==> src/rtl/uart_rx_parallel.sv <==
// 8N1 UART receiver: 2-flop synchroniser, mid-bit sampling FSM, one byte out per good frame.
// Define UART_RX_PARITY_EN to add an even-parity bit after the data bits and a parity_error pulse.
module uart_rx_parallel #(
    parameter int CLKS_PER_BIT = 10416
) (
    input  logic       Clk,
    input  logic       Rst,
    input  logic       rx_serial,
    output logic [7:0] data_parallel,
    output logic       data_valid,
    output logic       frame_error,
`ifdef UART_RX_PARITY_EN
    output logic       parity_error,
`endif
    output logic       busy
);

    localparam int CNT_W = $clog2(CLKS_PER_BIT);
    localparam logic [CNT_W-1:0] HALF_LAST = CNT_W'(CLKS_PER_BIT / 2 - 1);
    localparam logic [CNT_W-1:0] BIT_LAST  = CNT_W'(CLKS_PER_BIT - 1);

`ifdef UART_RX_PARITY_EN
    typedef enum logic [2:0] {S_IDLE, S_START, S_DATA, S_PARITY, S_STOP} state_t;
`else
    typedef enum logic [1:0] {S_IDLE, S_START, S_DATA, S_STOP} state_t;
`endif

    state_t           state_q, state_d;
    logic [CNT_W-1:0] cnt_q, cnt_d;
    logic [2:0]       idx_q, idx_d;
    logic [1:0]       sync_q, sync_d;
    logic [7:0]       shift_q, shift_d;
    logic [7:0]       data_q, data_d;
    logic             valid_q, valid_d;
    logic             ferr_q, ferr_d;
    logic             rx_s;
`ifdef UART_RX_PARITY_EN
    logic             par_q, par_d;
    logic             perr_q, perr_d;
`endif

    assign sync_d = {sync_q[0], rx_serial};
    assign rx_s   = sync_q[1];

    always_comb begin
        state_d = state_q;
        cnt_d   = cnt_q;
        idx_d   = idx_q;
        shift_d = shift_q;
        data_d  = data_q;
        valid_d = 1'b0;
        ferr_d  = 1'b0;
`ifdef UART_RX_PARITY_EN
        par_d   = par_q;
        perr_d  = 1'b0;
`endif
        case (state_q)
            S_IDLE: begin
                cnt_d = '0;
                if (!rx_s) begin
                    state_d = S_START;
                end
            end
            S_START: begin
                // Start bit is re-checked at its centre so short glitches are rejected.
                if (cnt_q == HALF_LAST) begin
                    cnt_d = '0;
                    if (!rx_s) begin
                        state_d = S_DATA;
                        idx_d   = '0;
                    end else begin
                        state_d = S_IDLE;
                    end
                end else begin
                    cnt_d = cnt_q + CNT_W'(1);
                end
            end
            S_DATA: begin
                if (cnt_q == BIT_LAST) begin
                    cnt_d          = '0;
                    shift_d[idx_q] = rx_s;
                    if (idx_q == 3'd7) begin
`ifdef UART_RX_PARITY_EN
                        state_d = S_PARITY;
`else
                        state_d = S_STOP;
`endif
                    end else begin
                        idx_d = idx_q + 3'd1;
                    end
                end else begin
                    cnt_d = cnt_q + CNT_W'(1);
                end
            end
`ifdef UART_RX_PARITY_EN
            S_PARITY: begin
                if (cnt_q == BIT_LAST) begin
                    cnt_d   = '0;
                    par_d   = rx_s;
                    state_d = S_STOP;
                end else begin
                    cnt_d = cnt_q + CNT_W'(1);
                end
            end
`endif
            S_STOP: begin
                if (cnt_q == BIT_LAST) begin
                    cnt_d   = '0;
                    state_d = S_IDLE;
                    if (!rx_s) begin
                        ferr_d = 1'b1;
`ifdef UART_RX_PARITY_EN
                    end else if (par_q != ^shift_q) begin
                        perr_d = 1'b1;
`endif
                    end else begin
                        data_d  = shift_q;
                        valid_d = 1'b1;
                    end
                end else begin
                    cnt_d = cnt_q + CNT_W'(1);
                end
            end
            default: begin
                state_d = S_IDLE;
                cnt_d   = '0;
            end
        endcase
    end

    always_ff @(posedge Clk) begin
        if (Rst) begin
            state_q <= S_IDLE;
            cnt_q   <= '0;
            idx_q   <= '0;
            sync_q  <= 2'b11;
            data_q  <= '0;
            valid_q <= 1'b0;
            ferr_q  <= 1'b0;
`ifdef UART_RX_PARITY_EN
            perr_q  <= 1'b0;
`endif
        end else begin
            state_q <= state_d;
            cnt_q   <= cnt_d;
            idx_q   <= idx_d;
            sync_q  <= sync_d;
            data_q  <= data_d;
            valid_q <= valid_d;
            ferr_q  <= ferr_d;
`ifdef UART_RX_PARITY_EN
            perr_q  <= perr_d;
`endif
        end
    end

    // Assembly registers are only read after being fully written within a frame.
    always_ff @(posedge Clk) begin
        shift_q <= shift_d;
`ifdef UART_RX_PARITY_EN
        par_q   <= par_d;
`endif
    end

    assign data_parallel = data_q;
    assign data_valid    = valid_q;
    assign frame_error   = ferr_q;
`ifdef UART_RX_PARITY_EN
    assign parity_error  = perr_q;
`endif
    assign busy          = (state_q != S_IDLE);

endmodule

==> config.mk <==
export PLATFORM = sky130hd
export DESIGN_NAME = uart_rx_parallel
export DESIGN_NICKNAME = d
export VERILOG_FILES = /design/src/rtl/uart_rx_parallel.sv
export SDC_FILE = /design/constraint.sdc
export NUM_CORES = 1
export LEC_CHECK = 0
export ABC_CLOCK_PERIOD_IN_PS = 2350
export BUFFER_PORTS_ARGS = -buffer_cell sky130_fd_sc_hd__buf_4
export CORE_UTILIZATION = 40
export DETAILED_ROUTE_END_ITERATION = 12
export GPL_TIMING_DRIVEN = 0
export MAX_ROUTING_LAYER = met4
export PLACE_DENSITY_LB_ADDON = 0.1
export SLEW_MARGIN = 25
export SYNTH_ARGS = -nofsm -noshare
export SYNTH_HDL_FRONTEND = slang
export SYNTH_SLANG_ARGS = --single-unit
==> constraint.sdc <==
create_clock -name Clk -period 2.35 [get_ports Clk]
set_clock_uncertainty 0.2 [all_clocks]
set_input_delay 0.47 -clock Clk [delete_from_list [all_inputs] [get_ports Clk]]
set_output_delay 0.47 -clock Clk [all_outputs]
set_load 0.01 [all_outputs]
# == Yosys cells after proc, flatten, opt, wreduce, memory -nomap -nowiden ==
# Cells that the tools add are included.
# totals
regBits,39
in_bits,3
output_inout_bits,11
# classes
n_addsub,2
magnitude_cmp,2
n_eq_ne,13
mux,20
bitwise_logic,2
n_reduce_logical,10
# op_table
op,n
one-hot mux 14 bit (3 select lines),1
2-to-1 mux 14 bit,2
adder 14 x 1 -> 14 bit (second input constant),1
== test 14 x 13 -> 1 bit (second input constant),1
== test 14 bit (second input constant),1
!= test 2 bit (second input constant),7
2-to-1 mux 2 bit,6
2-to-1 mux 3 bit,4
AND reduction 5 bit,2
bitwise mux 8 bit,1
one-hot mux 2 bit (4 select lines),1
one-hot mux 3 bit (2 select lines),1
== test 2 bit (second input constant),2
less-than comparator 3 x 4 -> 1 bit (second input constant),1
nonzero test 2 bit,2
adder 3 x 1 -> 3 bit (second input constant),1
demux 1 bit (select 3 bit),1
== test 3 bit (second input constant),1
greater-or-equal comparator 3 x 1 -> 1 bit (second input constant),1
2-to-1 mux 1 bit,3
AND reduction 3 bit,1
OR reduction 3 bit,1
== test 2 x 1 -> 1 bit (second input constant),1
logical NOT 2 bit,1
4 further kinds,5

# == Longest topological paths before layout ==
# Gate-level depths: netlist of the first run.
# depth
depth_word,5
mapped_depth,7

# == Worst setup path before layout of the first run ==
# OpenSTA, ideal clock, no wires.
# synth_timing
kind,reg-to-reg
from,register cnt_q[0]
to,"register shift_q[4], enable pin"
setup_ps,312
arrival_ps,1626
t_required_ps,1838
setup_slack_ps,212
path_stages_with_launch,8
period_less_slack_ps,2138
path_cell_list,dfxtp_1 ha_1 and4_1 clkbuf_1 and4_1 buf_2 nand3_1 nor3_1
# synth_between
elab_chain_len,2
# synth_rtl
item,line,source
start: declaration,29,"logic [CNT_W-1:0] cnt_q, cnt_d;"
start signal: assignment,145,cnt_q <= cnt_d;
== test 14 bit,79,if (cnt_q == BIT_LAST) begin
AND reduction 2 bit (no line),-,
end signal: assignment,159,shift_q <= shift_d;
end: declaration,32,"logic [7:0] shift_q, shift_d;"
# Every way passes these cells.
# A chain may end at the register's enable or synchronous reset.

# == Worst setup path in the final report of the first run ==
# layout_timing
from,register cnt_q[4]
to,register cnt_q[12]
# layout_between
elab_chain_len,3
# layout_rtl
item,line,source
"adder 14 x 1 -> 14 bit, or another cell as far along","75, 92, 121",
2-to-1 mux 14 bit (on tied branches),"79, 107, 66",
one-hot mux 14 bit (3 select lines) *,57,case (state_q)
# Mark *: on every way between the ends. The rest lies on a longest branch, timed or not.

==> results of run 1 <==
-- layout make-up --
class / count / share of cell area
multi-input cells: 126 / 0.421
plain buffers: 11 / 0.0284
clock buffers: 7 / 0.0377
repair buffers: 14 / 0.0519
inverters: 1 / 0.00186
clock inverters: 1 / 0.00247
flip-flops and latches: 39 / 0.425
well taps: 50 / 0.0309
-- power by group --
group,internal (mW),switching [mW],total (mW)
registers,0.684,0.00324,0.687
clock network,0.208,0.222,0.430
logic,0.0143,0.0204,0.0347
-- what timing repair did --
item / CTS / global route
gates cloned: 0 / 0
pin swaps: 0 / 1
setup buffers: 0 / 1
endpoints found under the setup margin: 4 / 14
gates resized for setup: 2 / 7
-- critical path: stages (launching register included) --
cell,delay (ps)
dfxtp_1,310
clkbuf_4,190
or4b_1,500
nor4_4,260
buf_4,190
a2bb2oi_4,220
buf_6,170
nor3_1,60
-- stage by stage --
| step | power (mW) | cells | utilization |
|---|---|---|---|
| 6_report | 1.15 | 249 | 0.495 |
| 5_1_grt | 1.20 | 249 | 0.495 |
| 4_1_cts | 1.17 | 248 | 0.485 |
| 3_5_place_dp | 0.736 | 241 | 0.466 |
| 3_3_place_gp | 0.735 | 241 | 0.466 |
| 2_1_floorplan | 0.723 | 178 | - |
-- placed cells by master, fill, tap and decap left out, types with 4 or more instances in the layout --
cell / count
nand3_1: 16
nand2_1: 4
nor2_1: 10
nand4_1: 4
clkbuf_1: 9
clkbuf_8: 5
a21oi_1: 8
dfxtp_1: 31
edfxtp_1: 8
nor3_1: 16
buf_4: 14
and3_1: 4
o21ai_0: 9
xor2_1: 9
nand2b_1: 8
mux2i_1: 4
-- per-layer routing --
layer / up-vias / part of all wire / wire length, um / track usage
met1: 607 / 0.54 / 1890 / 0.237
met4: 0 / 0.015 / 53 / 0.0703
met2: 21 / 0.42 / 1450 / 0.251
li1: 682 / - / - / -
met5: - / 0 / 0 / -
met3: 6 / 0.028 / 99 / 0.0500
-- cells by family after synthesis --
kind of cell               after synthesis  share of synthesized area
AOI/OAI and AO/OA                       23                     0.0826
adders and majority gates                3                     0.0215
DFF                                     39                      0.494
and+or+nand+nor                         84                      0.283
muxes                                    5                     0.0316
buffers and inverters                   13                     0.0323
xor gates and xnor gates                11                     0.0553
-- registers in the layout, summed over array words and instances (netlist names), named ones only --
register and count:
data_parallel 8, data_valid 1, cnt_q 14, sync_q 2
shift_q 8, frame_error 1, idx_q 3, state_q 1
-- worst paths after layout --
path / cells after the start / endpoint / start / slack (ps)
worst min register to register: 1 / sync_q[1]$_SDFF_PP1_ / sync_q[0]$_SDFF_PP1_ / 210
worst max-delay path: 7 / cnt_q[12]$_SDFF_PP0_ / cnt_q[4]$_SDFF_PP0_ / 100
worst min-delay path: 2 / sync_q[0]$_SDFF_PP1_ / rx_serial / 170
worst max register to register: 7 / cnt_q[12]$_SDFF_PP0_ / cnt_q[4]$_SDFF_PP0_ / 100
==> flow_summary_export.csv, run 1 <==
group,metric,value,unit
run_status,status,"completed",
die,start_util,0.427,
timing,hold-worst-slack,166,ps
routing,vias,1316,
logic_synthesis,synth_cells,178,
clocking,clkTransAtPathRegs,70,ps
grt,grt_pass1_vias,1210,
placed_design,dp_slack,-108,ps
logic_synthesis,synth_top_cell_area_share,0.356,
grt,grt_usage,0.178,
critical_path,path_class,"flip-flop to flip-flop",
timing,timing.final.ws_setup,98.0,ps
die,dieArea,4630,um^2
placed_design,dp_hpwl,2420,um
final_layout,fin_area,2020,um^2
clocking,cts_tree,"yes",
routing,vias_per_cell,5.29,
timing,slew_headroom,0.656,
critical_path,crit_fanout,10,
logic_synthesis,synth_edf_count,8,
flow_run,maxCapViolCount,0,
logic_synthesis,synth.area.top_cells,"dfxtp_1 (36%), edfxtp_1 (14%), nor3_1 (4.9%)",
final_layout,regArea,861,um^2
final_layout,final_nets,204,
power_and_ir_drop,leakage,0.731,nW
critical_path,worstPathArrival,2200,ps
critical_path,crit_path_start_kind,"flip-flop",
die,ios,14,
timing,worstMarginPinSlew,516,ps
logic_synthesis,synth_area_leader_cell,"dfxtp_1",
placed_design,dpl-instance-area,1900,um^2
timing,fin_crit,2250,ps
timing,fmax,444,MHz
routing,wl_per_cell,14.0,um
routing,finalWirelength,3490,um
final_layout,drive_gt1_frac,0.181,
final_layout,area_growth,16.1,%
die,die_w,68.0,um
logic_synthesis,synthesis.nets,184,
timing,report.final.slew_viol_count,0,
die,die_height,68.0,um
routing,drt_iter0_markers,38,
final_layout,fillerInstances,395,
logic_synthesis,yosysWarnings,0,
power_and_ir_drop,irDropWorstVdd,0.000259,V
logic_synthesis,netlist_top_cells_count,"dfxtp_1 (31), nor3_1 (17), nand3_1 (16)",
timing,rsz0062_at_grt,"no",
timing,min_period_over_period,0.958,
die,rows,23,
clocking,cts_hold_buf,0,
logic_synthesis,ys_async_sr_fraction,0,
logic_synthesis,synth_area,1740,um^2
die,core-area,4090,um^2
clocking,htree_levels,2,
logic_synthesis,synth_ff_type,"dfxtp_1",
grt,grt_max_degree,14,
critical_path,required,2300,ps
final_layout,multi_input_area,852,um^2
logic_synthesis,ys_seq_area_frac,0.494,
grt,antenna_found_initial,0,
logic_synthesis,synth_area_per_cell,9.79,um^2
logic_synthesis,synth_cell_types,39,
clocking,insertion_delay,280,ps
clocking,cts.path.max_buffers,2,
routing,antenna_left,0,
routing,drc_errors,0,
timing,tns,0,ps
worst_hold_path,hold_path_class,"input pin to flip-flop",
grt,grt_first_pass_wirelength,5780,um
clocking,cts.sinks,39,
placed_design,gp_congestion,0.897,
power_and_ir_drop,p_per_area,570,nW/um^2
placed_design,io_buffers,13,
logic_synthesis,yosysMostFrequentCell,"dfxtp_1",
grt,grt-ovfl-total,0,
timing,hold_violations,0,
clocking,clock-root-buffer,"clkbuf_8",
critical_path,endpoint_kind,"flip-flop",
final_layout,num_antenna_cells,0,
timing,setup-violations-final,0,
clocking,cts_buffers,5,
routing,dr.pass1.iters,4,
logic_synthesis,ys_seq_elements,39,
Note: power is estimated with default switching activity, not from simulation.
==> inputs of run 2 (changes only) <==
--- a/config.mk
+++ b/config.mk
@@ -5,11 +5,12 @@
 export SDC_FILE = /design/constraint.sdc
 export NUM_CORES = 1
 export LEC_CHECK = 0
-export ABC_CLOCK_PERIOD_IN_PS = 2350
+export ABC_CLOCK_PERIOD_IN_PS = 1880
 export BUFFER_PORTS_ARGS = -buffer_cell sky130_fd_sc_hd__buf_4
 export CORE_UTILIZATION = 40
+export CTS_BUF_LIST = sky130_fd_sc_hd__clkbuf_8 sky130_fd_sc_hd__clkbuf_16
 export DETAILED_ROUTE_END_ITERATION = 12
-export GPL_TIMING_DRIVEN = 0
+export GPL_TIMING_DRIVEN = 1
 export MAX_ROUTING_LAYER = met4
 export PLACE_DENSITY_LB_ADDON = 0.1
 export SLEW_MARGIN = 25
==> constraint.sdc (replaced) <==
create_clock -name Clk -period 1.88 [get_ports Clk]
set_clock_uncertainty 0.2 [all_clocks]
set_input_delay 0.376 -clock Clk [delete_from_list [all_inputs] [get_ports Clk]]
set_output_delay 0.376 -clock Clk [all_outputs]
set_load 0.01 [all_outputs]
==> flow_summary_export.csv, run 2 (synthesis gave the netlist of run 1 again) <==
group,metric,value,unit
final_layout,largest_reg_flops,14,
timing,slew_headroom,0.725,
routing,met2WireLength,1680,um
grt,grt_max_degree,35,
final_layout,multi_input_area,977,um^2
timing,hold-worst-slack,77.4,ps
power_and_ir_drop,irDropWorstVdd,0.000409,V
timing,min_period_over_period,1.07,
die,dieArea,4630,um^2
final_layout,final_common_cell,"buf_4",
grt,grt_usage,0.188,
die,ios,14,
die,rows,23,
critical_path,reg2reg_slack,-140,ps
power_and_ir_drop,p_per_area,725,nW/um^2
final_layout,final_cell_mix,"buf_4 (36), dfxtp_1 (27), nor3_1 (15)",
critical_path,required,1860,ps
clocking,cts_tree,"yes",
routing,drc_errors,0,
clocking,cts.path.max_buffers,2,
timing,fin_crit,2020,ps
timing,setup-violations-final,23,
placed_design,dp_hpwl,2660,um
run_status,status,"finished with violations",
timing,worstMarginPinSlew,413,ps
final_layout,regMostFlops,"cnt_q",
routing,dr.pass1.iters,4,
routing,finalWirelength,3850,um
critical_path,worstPathArrival,2000,ps
final_layout,fillerInstances,358,
final_layout,regArea,866,um^2
final_layout,drive_gt1_frac,0.395,
placed_design,dpl-instance-area,2100,um^2
clocking,cts_buffers,5,
routing,top_layer,"met4",
clocking,insertion_delay,290,ps
final_layout,fin_area,2380,um^2
timing,rsz0062_at_grt,"yes",
timing,fmax,495,MHz
clocking,clock-root-buffer,"clkbuf_8",
timing,timing.final.ws_setup,-140,ps
power_and_ir_drop,leakage,0.873,nW
clocking,cts.sinks,39,
timing,report.final.slew_viol_count,0,
die,start_util,0.427,
grt,grt-ovfl-total,0,
final_layout,final_nets,220,
grt,antenna_found_initial,0,
critical_path,crit_path_start_kind,"flip-flop",
critical_path,path_class,"flip-flop to flip-flop",
final_layout,area_growth,36.4,%
die,core-area,4090,um^2
flow_run,maxCapViolCount,0,
routing,vias_per_cell,5.32,
routing,wl_per_cell,14.5,um
timing,hold_violations,0,
grt,grt_pass1_vias,1291,
grt,grt_first_pass_wirelength,6110,um
worst_hold_path,hold_path_class,"input pin to flip-flop",
routing,met3_length,193,um
routing,drt-met1-wl,1900,um
routing,drt_iter0_markers,63,
routing,vias,1409,
routing,antenna_left,0,
clocking,htree_levels,2,
run_status,violations,"setup timing",
die,die_height,68.0,um
die,die_w,68.0,um
critical_path,endpoint_kind,"flip-flop",
placed_design,io_buffers,13,
clocking,clkTransAtPathRegs,70,ps
critical_path,crit_fanout,4,
placed_design,gp_congestion,0.799,
final_layout,num_antenna_cells,0,
==> run 2: per-layer routing <==
layer / global-route usage / up-vias
li1: - / 715
met5: - / -
met4: 0.0833 / 0
met2: 0.257 / 35
met3: 0.0583 / 10
met1: 0.252 / 649
==> run 2: through the flow <==
stage,setup slack [ps],power (mW),util,instances,setup TNS (ps)
2_1_floorplan,-101,0.906,-,178,-882
3_3_place_gp,-96.8,0.923,0.515,253,-1310
3_5_place_dp,-164,0.924,0.515,253,-2240
4_1_cts,-166,1.75,0.552,262,-2400
5_1_grt,-193,1.78,0.582,265,-3610
6_report,-140,1.72,0.582,265,-1730
==> run 2: path summary, 6_finish.rpt <==
path                        startpoint                    end  cells past startpoint
hold reg to reg   sync_q[0]$_SDFF_PP1_   sync_q[1]$_SDFF_PP1_                      1
hold / removal               rx_serial   sync_q[0]$_SDFF_PP1_                      2
setup / recovery   cnt_q[3]$_SDFF_PP0_  idx_q[0]$_SDFFE_PP0P_                      4
setup reg to reg   cnt_q[3]$_SDFF_PP0_  idx_q[0]$_SDFFE_PP0P_                      4
==> run 2: cell type report <==
cell class / count / share of cell area
multi-input cells: 126 / 0.411
flip-flops and latches: 39 / 0.364
repair buffers: 41 / 0.141
clock buffers: 5 / 0.0289
clock inverters: 3 / 0.0268
well taps: 50 / 0.0263
inverters: 1 / 0.00158
==> run 2: timing repair <==
| item | CTS | global route |
|---|---|---|
| endpoints found under the hold margin | 0 | 0 |
| hold buffers | 0 | 0 |
| endpoints found under the setup margin | 22 | 34 |
| pin swaps | 6 | 15 |
| cloned | 0 | 1 |
| resized for setup | 3 | 24 |
| buffers inserted | 2 | 2 |
==> run 2: worst max-delay path, cell delays in order (launching register included) <==
cell and delay, ps:
dfxtp_1 310, or4b_4 540, nor4_4 390, a22oi_2 160
mux2_4 320
==> run 2: where the power goes <==
| part | internal, mW | switching (mW) |
|---|---|---|
| sequential | 0.855 | 0.00304 |
| combinational | 0.0200 | 0.0270 |
| clock | 0.525 | 0.294 |
